**src/rtl/dmem_access_ctrl.sv**
```systemverilog
// Two-port round-robin arbiter and sequencer for a byte-wide data memory.
// Each 32-bit word access becomes four little-endian byte beats; bad requests are acked with err.
module dmem_access_ctrl #(
  parameter int unsigned MEM_BYTES = 32,
  parameter int unsigned ADDR_W    = 32
) (
  input  logic              clk_i,
  input  logic              rst_i,
  input  logic              p0_req_i,
  input  logic              p0_we_i,
  input  logic [ADDR_W-1:0] p0_addr_i,
  input  logic [31:0]       p0_wdata_i,
  output logic              p0_ack_o,
  output logic              p0_err_o,
  output logic [31:0]       p0_rdata_o,
  input  logic              p1_req_i,
  input  logic              p1_we_i,
  input  logic [ADDR_W-1:0] p1_addr_i,
  input  logic [31:0]       p1_wdata_i,
  output logic              p1_ack_o,
  output logic              p1_err_o,
  output logic [31:0]       p1_rdata_o,
  output logic [ADDR_W-1:0] mem_addr_o,
  output logic              mem_write_o,
  output logic              mem_read_o,
  output logic [31:0]       mem_wdata_o,
  input  logic [31:0]       mem_rdata_i,
  output logic              busy_o
);

  typedef enum logic [1:0] {IDLE, XFER, DONE} state_t;

  localparam logic [ADDR_W-1:0] MAX_ADDR = ADDR_W'(MEM_BYTES - 4);

  state_t            state, state_n;
  logic [1:0]        k, k_n;
  logic              grant, grant_n;
  logic              we_q, we_n;
  logic [ADDR_W-1:0] addr_q, addr_n;
  logic [31:0]       wdata_q, wdata_n;
  logic              err_q, err_n;
  logic [23:0]       rbuf;
  logic [ADDR_W-1:0] mem_addr_n;
  logic              mem_write_n, mem_read_n;
  logic [7:0]        wbyte_n;
  logic [31:0]       rword;
  logic              load_rdata;
  logic              ack_n;
  logic              unused_rdata;

  // only the low byte of the memory read bus carries data
  assign unused_rdata = ^mem_rdata_i[31:8];
  assign rword        = {mem_rdata_i[7:0], rbuf};
  assign load_rdata   = (state == XFER) && (k == 2'd3) && !we_q;

  // Next state, grant/latch decisions and next values of the memory strobes
  always_comb begin
    state_n     = state;
    k_n         = k;
    grant_n     = grant;
    we_n        = we_q;
    addr_n      = addr_q;
    wdata_n     = wdata_q;
    err_n       = err_q;
    mem_addr_n  = '0;
    mem_write_n = 1'b0;
    mem_read_n  = 1'b0;
    wbyte_n     = '0;
    unique case (state)
      IDLE: begin
        if (p0_req_i || p1_req_i) begin
          grant_n = (p0_req_i && p1_req_i) ? ~grant : p1_req_i;
          we_n    = grant_n ? p1_we_i    : p0_we_i;
          addr_n  = grant_n ? p1_addr_i  : p0_addr_i;
          wdata_n = grant_n ? p1_wdata_i : p0_wdata_i;
          k_n     = '0;
          err_n   = (addr_n[1:0] != 2'b00) || (addr_n > MAX_ADDR);
          state_n = err_n ? DONE : XFER;
        end
      end
      XFER: begin
        if (k == 2'd3) state_n = DONE;
        else           k_n     = k + 2'd1;
      end
      DONE:    state_n = IDLE;
      default: state_n = IDLE;
    endcase
    if (state_n == XFER) begin
      mem_addr_n  = addr_n + ADDR_W'(k_n);
      mem_write_n = we_n;
      mem_read_n  = !we_n;
      if (we_n) wbyte_n = wdata_n[{k_n, 3'b000} +: 8];
    end
  end

  assign ack_n = (state_n == DONE);

  always_ff @(posedge clk_i) begin
    if (rst_i) begin
      state       <= IDLE;
      k           <= '0;
      grant       <= 1'b1;
      we_q        <= 1'b0;
      addr_q      <= '0;
      wdata_q     <= '0;
      err_q       <= 1'b0;
      rbuf        <= '0;
      mem_addr_o  <= '0;
      mem_write_o <= 1'b0;
      mem_read_o  <= 1'b0;
      mem_wdata_o <= '0;
      busy_o      <= 1'b0;
      p0_ack_o    <= 1'b0;
      p0_err_o    <= 1'b0;
      p0_rdata_o  <= '0;
      p1_ack_o    <= 1'b0;
      p1_err_o    <= 1'b0;
      p1_rdata_o  <= '0;
    end else begin
      state       <= state_n;
      k           <= k_n;
      grant       <= grant_n;
      we_q        <= we_n;
      addr_q      <= addr_n;
      wdata_q     <= wdata_n;
      err_q       <= err_n;
      mem_addr_o  <= mem_addr_n;
      mem_write_o <= mem_write_n;
      mem_read_o  <= mem_read_n;
      mem_wdata_o <= {24'b0, wbyte_n};
      busy_o      <= (state_n != IDLE);
      p0_ack_o    <= ack_n && !grant_n;
      p0_err_o    <= ack_n && !grant_n && err_n;
      p1_ack_o    <= ack_n && grant_n;
      p1_err_o    <= ack_n && grant_n && err_n;
      // read bytes arrive in order k=0..3, so a shift register assembles the word
      if (state == XFER && !we_q) rbuf <= {mem_rdata_i[7:0], rbuf[23:8]};
      if (load_rdata && !grant) p0_rdata_o <= rword;
      if (load_rdata &&  grant) p1_rdata_o <= rword;
    end
  end

endmodule

```
**config.mk**
```make
export PLATFORM = sky130hd
export DESIGN_NAME = dmem_access_ctrl
export DESIGN_NICKNAME = d
export VERILOG_FILES = /design/src/rtl/dmem_access_ctrl.sv
export SDC_FILE = /design/constraint.sdc
export NUM_CORES = 1
export LEC_CHECK = 0
export CAP_MARGIN = 20
export CORE_MARGIN = 3
export CORE_UTILIZATION = 44
export DETAILED_ROUTE_END_ITERATION = 16
export MAX_ROUTING_LAYER = met4
export PLACE_DENSITY = 0.75
export SETUP_SLACK_MARGIN = 0.4
export SLEW_MARGIN = 10
export SYNTH_ARGS = -nofsm -noshare
export SYNTH_HDL_FRONTEND = slang
export SYNTH_SLANG_ARGS = --single-unit
export TNS_END_PERCENT = 100
```
**constraint.sdc**
```tcl
create_clock -name clk_i -period 5.16 [get_ports clk_i]
set_input_delay 1.032 -clock clk_i [delete_from_list [all_inputs] [get_ports clk_i]]
set_output_delay 1.032 -clock clk_i [all_outputs]
set_load 0.01 [all_outputs]
```
# Yosys cells after proc, flatten, opt, wreduce, memory -nomap -nowiden
# Cells that the tools add are included.
dict set report classes {
  n_addsub 2
  mul 0
  div 0
  n_lt_le_gt_ge 1
  n_eq_ne 4
  shift 1
  muxes 21
  bitwise 3
  reduce_logical 21
}
# cell count
set ops {}
lappend ops {{32-bit 2-to-1 mux} 6}
lappend ops {{32-bit by 2-bit adder with 32-bit output} 1}
lappend ops {{32-bit by 5-bit > comparator with 1-bit output, second input constant} 1}
lappend ops {{32-bit by 6-bit variable part select with 8-bit output} 1}
lappend ops {{1-bit logical AND} 10}
lappend ops {{2-bit 2-to-1 mux} 5}
lappend ops {{1-bit 2-to-1 mux} 8}
lappend ops {{2-bit one-hot mux with 2 select lines} 2}
lappend ops {{2-bit by 1-bit equality test with 1-bit output, second input constant} 2}
lappend ops {{2-bit equality test, second input constant} 2}
lappend ops {{1-bit logical NOT} 4}
lappend ops {{2-bit nonzero test} 2}
lappend ops {{1-bit NOT} 3}
lappend ops {{3-bit OR reduction} 1}
lappend ops {{2-bit by 1-bit adder with 2-bit output, second input constant} 1}
lappend ops {{2-bit logical NOT} 1}
lappend ops {{1-bit logical OR} 2}
lappend ops {{2-bit OR reduction} 1}
dict set report totals {
  ff_bits 230
  latch_bits 0
  mem_bits_rw 0
  romBits 0
  input_bits 166
  output_inout_bits 135
  word_cells 73
  n_memories 0
}

# Longest topological paths before layout
# Gate-level depths: netlist (run 1).
dict set report logic_depth {
  depth_word 11
  ltp_mapped 17
  depth_no_buf 11
}

# Worst setup path after synthesis (run 1)
# No wires, ideal clock.
dict set report synth_path {
  path_type {input-to-reg}
  start {input port p0_req_i}
  end {register mem_addr_o[25]}
  setup_time_ps 132
  t_arrival_ps 4387
  required_ps 5028
  setup_slack_ps 640
  cell_stages 16
  n_path_buf 6
  path_cell_list {buf_4 > or2_1 > clkbuf_1 > nand2_1 > buf_2 > buf_1 > o211ai_1 > o21ai_1 > ha_1 > a21oi_1 > a2111oi_2 > and4_1 > clkbuf_1 > buf_2 > a31o_2 > a21oi_1}
}
dict set report synth_via {
  word_cells_on_any_way 18
  classes_between {add/sub (1); order compare (1); eq/ne (1); mux (9); bitwise (1); reduce/logical (5)}
}
# element line_no
set synth_rtl {}
lappend synth_rtl {{from (decl)} 9} ;# input logic p0_req_i,
lappend synth_rtl {{1-bit logical OR} 71} ;# if (p0_req_i || p1_req_i) begin
lappend synth_rtl {{2-bit 2-to-1 mux} 71}
lappend synth_rtl {{2-bit one-hot mux with 2 select lines} 69} ;# unique case (state)
lappend synth_rtl {{net k_n[0]} 36} ;# logic [1:0] k, k_n;
lappend synth_rtl {{32-bit by 2-bit adder with 32-bit output} 89} ;# mem_addr_n = addr_n + ADDR_W'(k_n);
lappend synth_rtl {{to (signal assigned)} 127} ;# mem_addr_o <= mem_addr_n;
lappend synth_rtl {{to (decl)} 23} ;# output logic [ADDR_W-1:0] mem_addr_o,
# The timed path passes the listed nets, and every way through them passes these cells.
# A chain may end at the register's enable or synchronous reset.

# Final worst setup path (run 1)
dict set report layout_path {
  start {input port p0_req_i}
  end {register mem_addr_o[28]}
}
dict set report layout_via {
  elab_chain_len 11
  word_cells_on_any_way 18
  classes_between {add/sub (1); order compare (1); eq/ne (1); mux (9); bitwise (1); reduce/logical (5)}
}
# element line_no
set layout_rtl {}
lappend layout_rtl {{1-bit logical AND} 72} ;# grant_n = (p0_req_i && p1_req_i) ? ~grant : p1_req_i;
lappend layout_rtl {{1-bit 2-to-1 mux} 72}
lappend layout_rtl {{32-bit 2-to-1 mux} 74} ;# addr_n = grant_n ? p1_addr_i : p0_addr_i;
lappend layout_rtl {{32-bit by 5-bit > comparator with 1-bit output / 2-bit nonzero test (equally long branches)} 77} ;# err_n = (addr_n[1:0] != 2'b00) || (addr_n > MAX_ADDR);
lappend layout_rtl {{1-bit logical OR} 77}
lappend layout_rtl {{2-bit 2-to-1 mux} 78} ;# state_n = err_n ? DONE : XFER;
lappend layout_rtl {{2-bit 2-to-1 mux} 71}
lappend layout_rtl {{2-bit one-hot mux with 2 select lines} 69}
lappend layout_rtl {{2-bit by 1-bit equality test with 1-bit output} 88} ;# if (state_n == XFER) begin
lappend layout_rtl {{1-bit NOT (no source line)} --}
lappend layout_rtl {{2-bit OR reduction (no source line)} --}
# Several ways; a longest one is shown, not always the timed one.

==> key figures, run 1 <==
CTS
  – Clk pin slew, worst setup/hold paths: roughly 0.06 ns
  – H-tree Lvls: 1
  – Clock Path Buffers: 3
  – Clk sinks: around 210
  – TritonCTS clock tree: yes
  – Worst-Skew Late Latency: between 0.4 and 0.5 ns
  – Post-CTS Setup Bufs: 0
  – Hold Buf Count CTS: 0
  – Post_cts resized: 0
  – Root buf cell: clkbuf_16
  – TritonCTS Buffers: 22

Setup path
  – CP required: 5.57 ns
  – CP Launch Type: input port
  – WP data arrival: approximately 4.5 ns
  – Crit. End Element: register
  – R2R cell count: 8
  – Critical Path Fanout Max: 31
  – Setup CP Type: in -> reg
  – Reg-to-Reg End: mem_addr_o[28]
  – Worst Setup SP: p0_req_i
  – CP endpoint: mem_addr_o[28]
  – Worst r2r src: state[0]
  – Reg-to-reg slack, setup: about 1.6 ns

Run status
  – Outcome: finished clean

Die
  – Row count: between 50 and 60
  – Core ar.: a little under 20000 um2
  – Die X-Extent: around 150 um
  – Io pins: 301
  – Die ar.: about 22000 um2
  – Initial core utilization: around 45%
  – Die span in y: 147.9 um

STA
  – Final setup fails: 0
  – Worst hold slack: ~0.45 ns
  – Tcrit/Tclk final: about four fifths
  – Total Neg Setup Slack: 0 ns
  – RSZ-0062 raised after global routing: false
  – Setup ws final: ~1.1 ns
  – Slew headroom: 31.13%
  – Min cycle time layout: between 4 and 5 ns
  – Clk_skew: 0.01042 ns
  – Least-Margin Pin Slew: about 1.0 ns
  – Fmax: 0.2433 GHz
  – Fin. max-slew vios: 0
  – Final Hold Vio Count: 0

Cells and area
  – Register area: roughly 4100 um2
  – Utilization after layout: just over 60%
  – Fraction of layout cells with a size suffix above 1: 6.618%
  – # fillers: 1730
  – Final #Nets: about 1500
  – Area Overhead vs Synth: 37.07%
  – Most common cell after layout, fill and taps aside: nand2_1
  – Multi-input gate area: 4273 um2
  – Antenna diodes: 0
  – Commonest cells after routing, fill and taps aside: 301 x nand2_1, 251 x clkdlybuf4s50_1, 206 x dfxtp_1

Yosys
  – Post-synth EDFFs: 0
  – Yosys top cell area share: 46.58%
  – Synth area leaders: dfxtp_1 47%, nand2_1 13%, a21oi_1 11%, nor2_1 4.3%, clkbuf_1 2.5%
  – Syn. warnings: 0
  – Yosys cell types: 63
  – Synthesized instance count: between 1000 and 1500
  – Syn avg cell area: approximately 7.8 um2
  – Synth area leader: dfxtp_1
  – Ys async rst share: 0%
  – #FFs+latches synth: approximately 210
  – Mapped Area: 8853 um2
  – Share of the yosys chip area belonging to registers: a little under half
  – Synth Flop Type: dfxtp_1

Global route
  – Antenna violations before repair: 0
  – Largest net degree at the start of global routing: 95
  – Total track usage: between 20% and 30%
  – First-pass GRT wire length: between 40000 and 50000 um
  – Gr ovfl total: 0
  – Vias in the first global route: around 8000

Min path
  – Hold WC Path Type: reg -> reg
  – Hold Startpoint: p0_rdata_o[3]

Power and ir drop
  – Lkg Pwr: between 4 and 5 nW
  – PwrDens: approximately 300 nW/um2
  – Peak supply drop: about 0.00017 V

Drt
  – Detailed-route DRC error count: 0
  – Vias: 8532
  – DR vias/cell: 5.250
  – ANT nets after route: 0
  – First-iteration detailed-routing DRC count: 570
  – Pre-Repair DR Iteration Count: 5
  – Drt wl/cell: 16.18 um
  – WL final: about 26000 um

Placement
  – DP Wirelength: 18690 um
  – Routability Congestion: 0.9117
  – Post-Place Setup Slack: 0.5996 ns
  – Port buffer count: approximately 250

Job
  – Max-cap violations: 0
==> worst min-delay path by stage <==
stage | to | slack, ns | cells after the start
floorplan | err_q | 0.44 | 2
global placement | p0_rdata_o[20] | 0.44 | 2
detailed placement | p1_rdata_o[7] | 0.45 | 2
CTS | p1_rdata_o[7] | 0.46 | 2
global route | p1_rdata_o[7] | 0.47 | 2
finish | p0_rdata_o[3] | 0.45 | 2
==> stage by stage <==
stage	std cells	instance area [um2]	total power, mW
after floorplan	1156	8940	2.008
after global placement	1588	11440	2.185
after detailed placement	1589	11470	2.194
after CTS	1624	12120	3.624
after global routing	1625	12140	3.746
final	1625	12140	3.594
==> power breakdown <==
group	total, mW	internal [mW]	switching, mW	leakage (nW)
logic	0.501	0.231	0.270	2.41
registers	1.66	1.64	0.0206	1.67
clock network	1.43	0.827	0.603	0.319
total	3.59	2.70	0.893	4.40
==> sequential cells by signal, summed over array words and instances, names as in the netlist <==
name	cells
grant	1
p0_rdata_o	32
addr_q	32
p0_ack_o	1
p0_err_o	1
err_q	1
mem_wdata_o	8
mem_read_o	1
rbuf	24
mem_addr_o	32
p1_ack_o	1
busy_o	1
wdata_q	32
k	2
we_q	1
mem_write_o	1
p1_err_o	1
p1_rdata_o	32
state	2
==> cell families after synthesis <==
group | count (synthesis) | share of synthesized area [%]
simple gates | 510 | 24.70
compound gates | 272 | 18.00
flops | 206 | 46.58
buf+inv | 115 | 6.275
xor+xnor | 14 | 1.385
mux | 12 | 2.501
fa+ha+maj | 3 | 0.5087
other cells | 1 | 0.04236
==> final cells by class <==
type                    instances  share of cell area, %
well taps                     265                  2.732
flip-flops and latches        206                  33.98
clock buffers                  31                  5.062
multi-input cells             835                  35.21
inverters                       8                 0.2474
repair buffers                276                  22.48
clock inverters                 4                 0.2887
==> synth_stat cells (all sizes together) (9+ instances only) <==
cell type and n:
nand2 302, dfxtp 206, a21oi 189, nor2 103, clkbuf 59, buf 48
nand3 21, nor4 17, o21ai 16, a31o 15, nand4 14, nor2b 12
nor3 9, xnor2 9
==> metal layers <==
layer  up-vias  GRT usage [%]  wire length [um]
met5         -              -                 0
met4         0          6.374               615
met3        40          4.476              1971
met2       307          38.72             12630
met1      3971          29.74             11080
li1       4214              -                 -
==> worst max-delay path, stage by stage <==
cell and delay, ns:
clkdlybuf4s50_1 0.70, nor2_2 0.22, nor2_4 0.18, buf_4 0.35, o221ai_1 0.28, or4_1 0.72, or2_4 0.33, or4_1 0.51
a21oi_1 0.16
No activity file was read; power rests on OpenSTA's default activity.
==> run 2, diff against run 1 <==
- clock period: 5.16 -> 4.3 ns (I/O delays scaled with it)
==> key figures, run 2 (synthesized netlist as in run 1, its figures left out) <==
Power and ir drop
  – PwrDens: 387.7 nW/um2 (+31%)
  – Lkg Pwr: 4.588 nW (+4.2%)
  – Peak supply drop: 0.0002383 V (+40%)
  – Power Total: 4.851 mW (+35%)

Min path
  – Hold Startpoint: p0_rdata_o[30]
  – Hold Path Depth: 2 (unchanged)
  – Hold WC Path Type: reg -> reg
  – Hold endpoint: p0_rdata_o[30]

Setup path
  – Reg-to-Reg End: mem_addr_o[28]
  – WP data arrival: 4.10 ns (-0.42 ns)
  – R2R cell count: 8 (unchanged)
  – Worst r2r src: state[0]
  – Crit. End Element: register
  – CP required: 4.71 ns (-0.86 ns)
  – Critical Path Fanout Max: 14 (-55%)
  – Setup CP Type: in -> reg
  – Reg-to-reg slack, setup: 0.85 ns (-0.77 ns)
  – CP Launch Type: input port

STA
  – Worst hold slack: 0.4535 ns (-0.0002300 ns)
  – RSZ-0062 raised after global routing: false
  – Fmax: approximately 0.27 GHz
  – Min cycle time layout: between 3 and 4 ns
  – Least-Margin Pin Slew: 1.072 ns (+0.03934 ns)
  – Setup ws final: 0.6052 ns (-0.4453 ns)
  – Slew headroom: 28.43% (-2.7 points)
  – Final Hold Vio Count: 0 (unchanged)
  – Tcrit/Tclk final: approximately 86%
  – Fin. max-slew vios: 0 (unchanged)
  – Clk_skew: 0.02171 ns (+0.01129 ns)
  – Final setup fails: 0 (unchanged)
  – Total Neg Setup Slack: 0 ns (unchanged)

Global route
  – Antenna violations before repair: 2 (+2)
  – Gr ovfl total: 0 (unchanged)
  – Vias in the first global route: 8479 (+6.1%)
  – Total track usage: 25.21% (+1.7 points)
  – First-pass GRT wire length: 43480 um (+5.6%)
  – Largest net degree at the start of global routing: 84 (-12%)

Placement
  – Port buffer count: 252 (unchanged)
  – Routability Congestion: 0.9516 (+4.4%)
  – Post-Place Setup Slack: 0.06894 ns (-0.5307 ns)
  – Cell count after placement: 1601 (+0.76%)
  – DP Wirelength: 20530 um (+9.9%)
  – Placed cell area: 11600 um2 (+1.1%)

CTS
  – Hold Buf Count CTS: 0 (unchanged)
  – Clk sinks: 206 (unchanged)
  – TritonCTS clock tree: yes
  – Worst-Skew Late Latency: 0.51 ns (+0.02 ns)
  – Clock Path Buffers: 3 (unchanged)
  – H-tree Lvls: 1 (unchanged)
  – Root buf cell: clkbuf_16
  – TritonCTS Buffers: 23 (+4.5%)
  – Clk pin slew, worst setup/hold paths: 0.06 ns (about the same)

Die
  – Die X-Extent: 147.9 um (unchanged)
  – Initial core utilization: 45.19% (unchanged)
  – Row count: 51 (unchanged)
  – Io pins: 301 (unchanged)
  – Die span in y: 147.9 um (unchanged)
  – Die ar.: 21860 um2 (unchanged)
  – Core ar.: 19590 um2 (unchanged)

Drt
  – Drt wl/cell: 16.99 um (+5.0%)
  – First-iteration detailed-routing DRC count: 604 (+6.0%)
  – Pre-Repair DR Iteration Count: 5 (unchanged)
  – DR vias/cell: 5.341 (+1.7%)
  – Vias: 8796 (+3.1%)
  – WL final: 27990 um (+6.4%)
  – Detailed-route DRC error count: 0 (unchanged)
  – ANT nets after route: 0 (unchanged)

Cells and area
  – Multi-input gate area: 4300 um2 (+0.64%)
  – Register area: 4124 um2 (unchanged)
  – # fillers: 1701 (-1.7%)
  – Fin cells: 1647 (+1.4%)
  – Fraction of layout cells with a size suffix above 1: 8.623% (+2.0 points)
  – Commonest cells after routing, fill and taps aside: 301 x nand2_1, 250 x clkdlybuf4s50_1, 206 x dfxtp_1
  – Most common cell after layout, fill and taps aside: nand2_1
  – Final #Nets: 1532 (+0.92%)
  – Fin area: 12510 um2 (+3.1%)
  – Utilization after layout: 63.86% (+1.9 points)
  – Area Overhead vs Synth: 41.31%

Job
  – Max-cap violations: 0 (unchanged)

Run status
  – Outcome: finished clean
## run 2: worst max path at each step
stage                  start              to  slack, ns  cells past startpoint
floorplan           p0_req_i  mem_addr_o[30]       0.40                     15
global placement    p0_req_i  mem_addr_o[28]       0.16                      9
detailed placement  p0_req_i  mem_addr_o[28]       0.07                     11
CTS                 p0_req_i  mem_addr_o[28]       0.53                     11
global route        p1_req_i  mem_addr_o[23]       0.42                     11
finish              p1_req_i  mem_addr_o[28]       0.61                     13
## run 2: area by class of cell
class	count	area share (%)
well taps	265	2.650
inverters	8	0.2400
clock buffers	28	5.151
repair buffers	289	22.70
diodes	2	0.04000
clock inverters	14	1.880
multi-input cells	835	34.37
flip-flops and latches	206	32.96
## run 2: critical path: stages
cell	delay, ns
clkdlybuf4s50_1	0.62
a21boi_4	0.25
buf_4	0.23
nand2_1	0.07
a31oi_1	0.26
ha_1	0.23
fa_1	0.23
o311ai_1	0.21
a21oi_2	0.24
nand4b_1	0.12
buf_4	0.18
or4_1	0.41
a21oi_1	0.19
## run 2: where the power goes
group,switching (mW),internal [mW]
Clock,0.794,1.43
Sequential,0.0267,1.97
Combinational,0.333,0.296
## run 2: what timing repair did
item                                   CTS  global route
buffers inserted                         0             1
setup endpoints to repair                0             3
endpoints found under the hold margin    0             0
gates resized for setup                  0             2
## run 2: metal layers
| layer | GRT usage (%) | share of wire (%) |
|---|---|---|
| met1 | 29.65 | 39 |
| met4 | 9.700 | 3.6 |
| met3 | 4.905 | 7.4 |
| met5 | - | 0 |
| met2 | 42.83 | 50 |
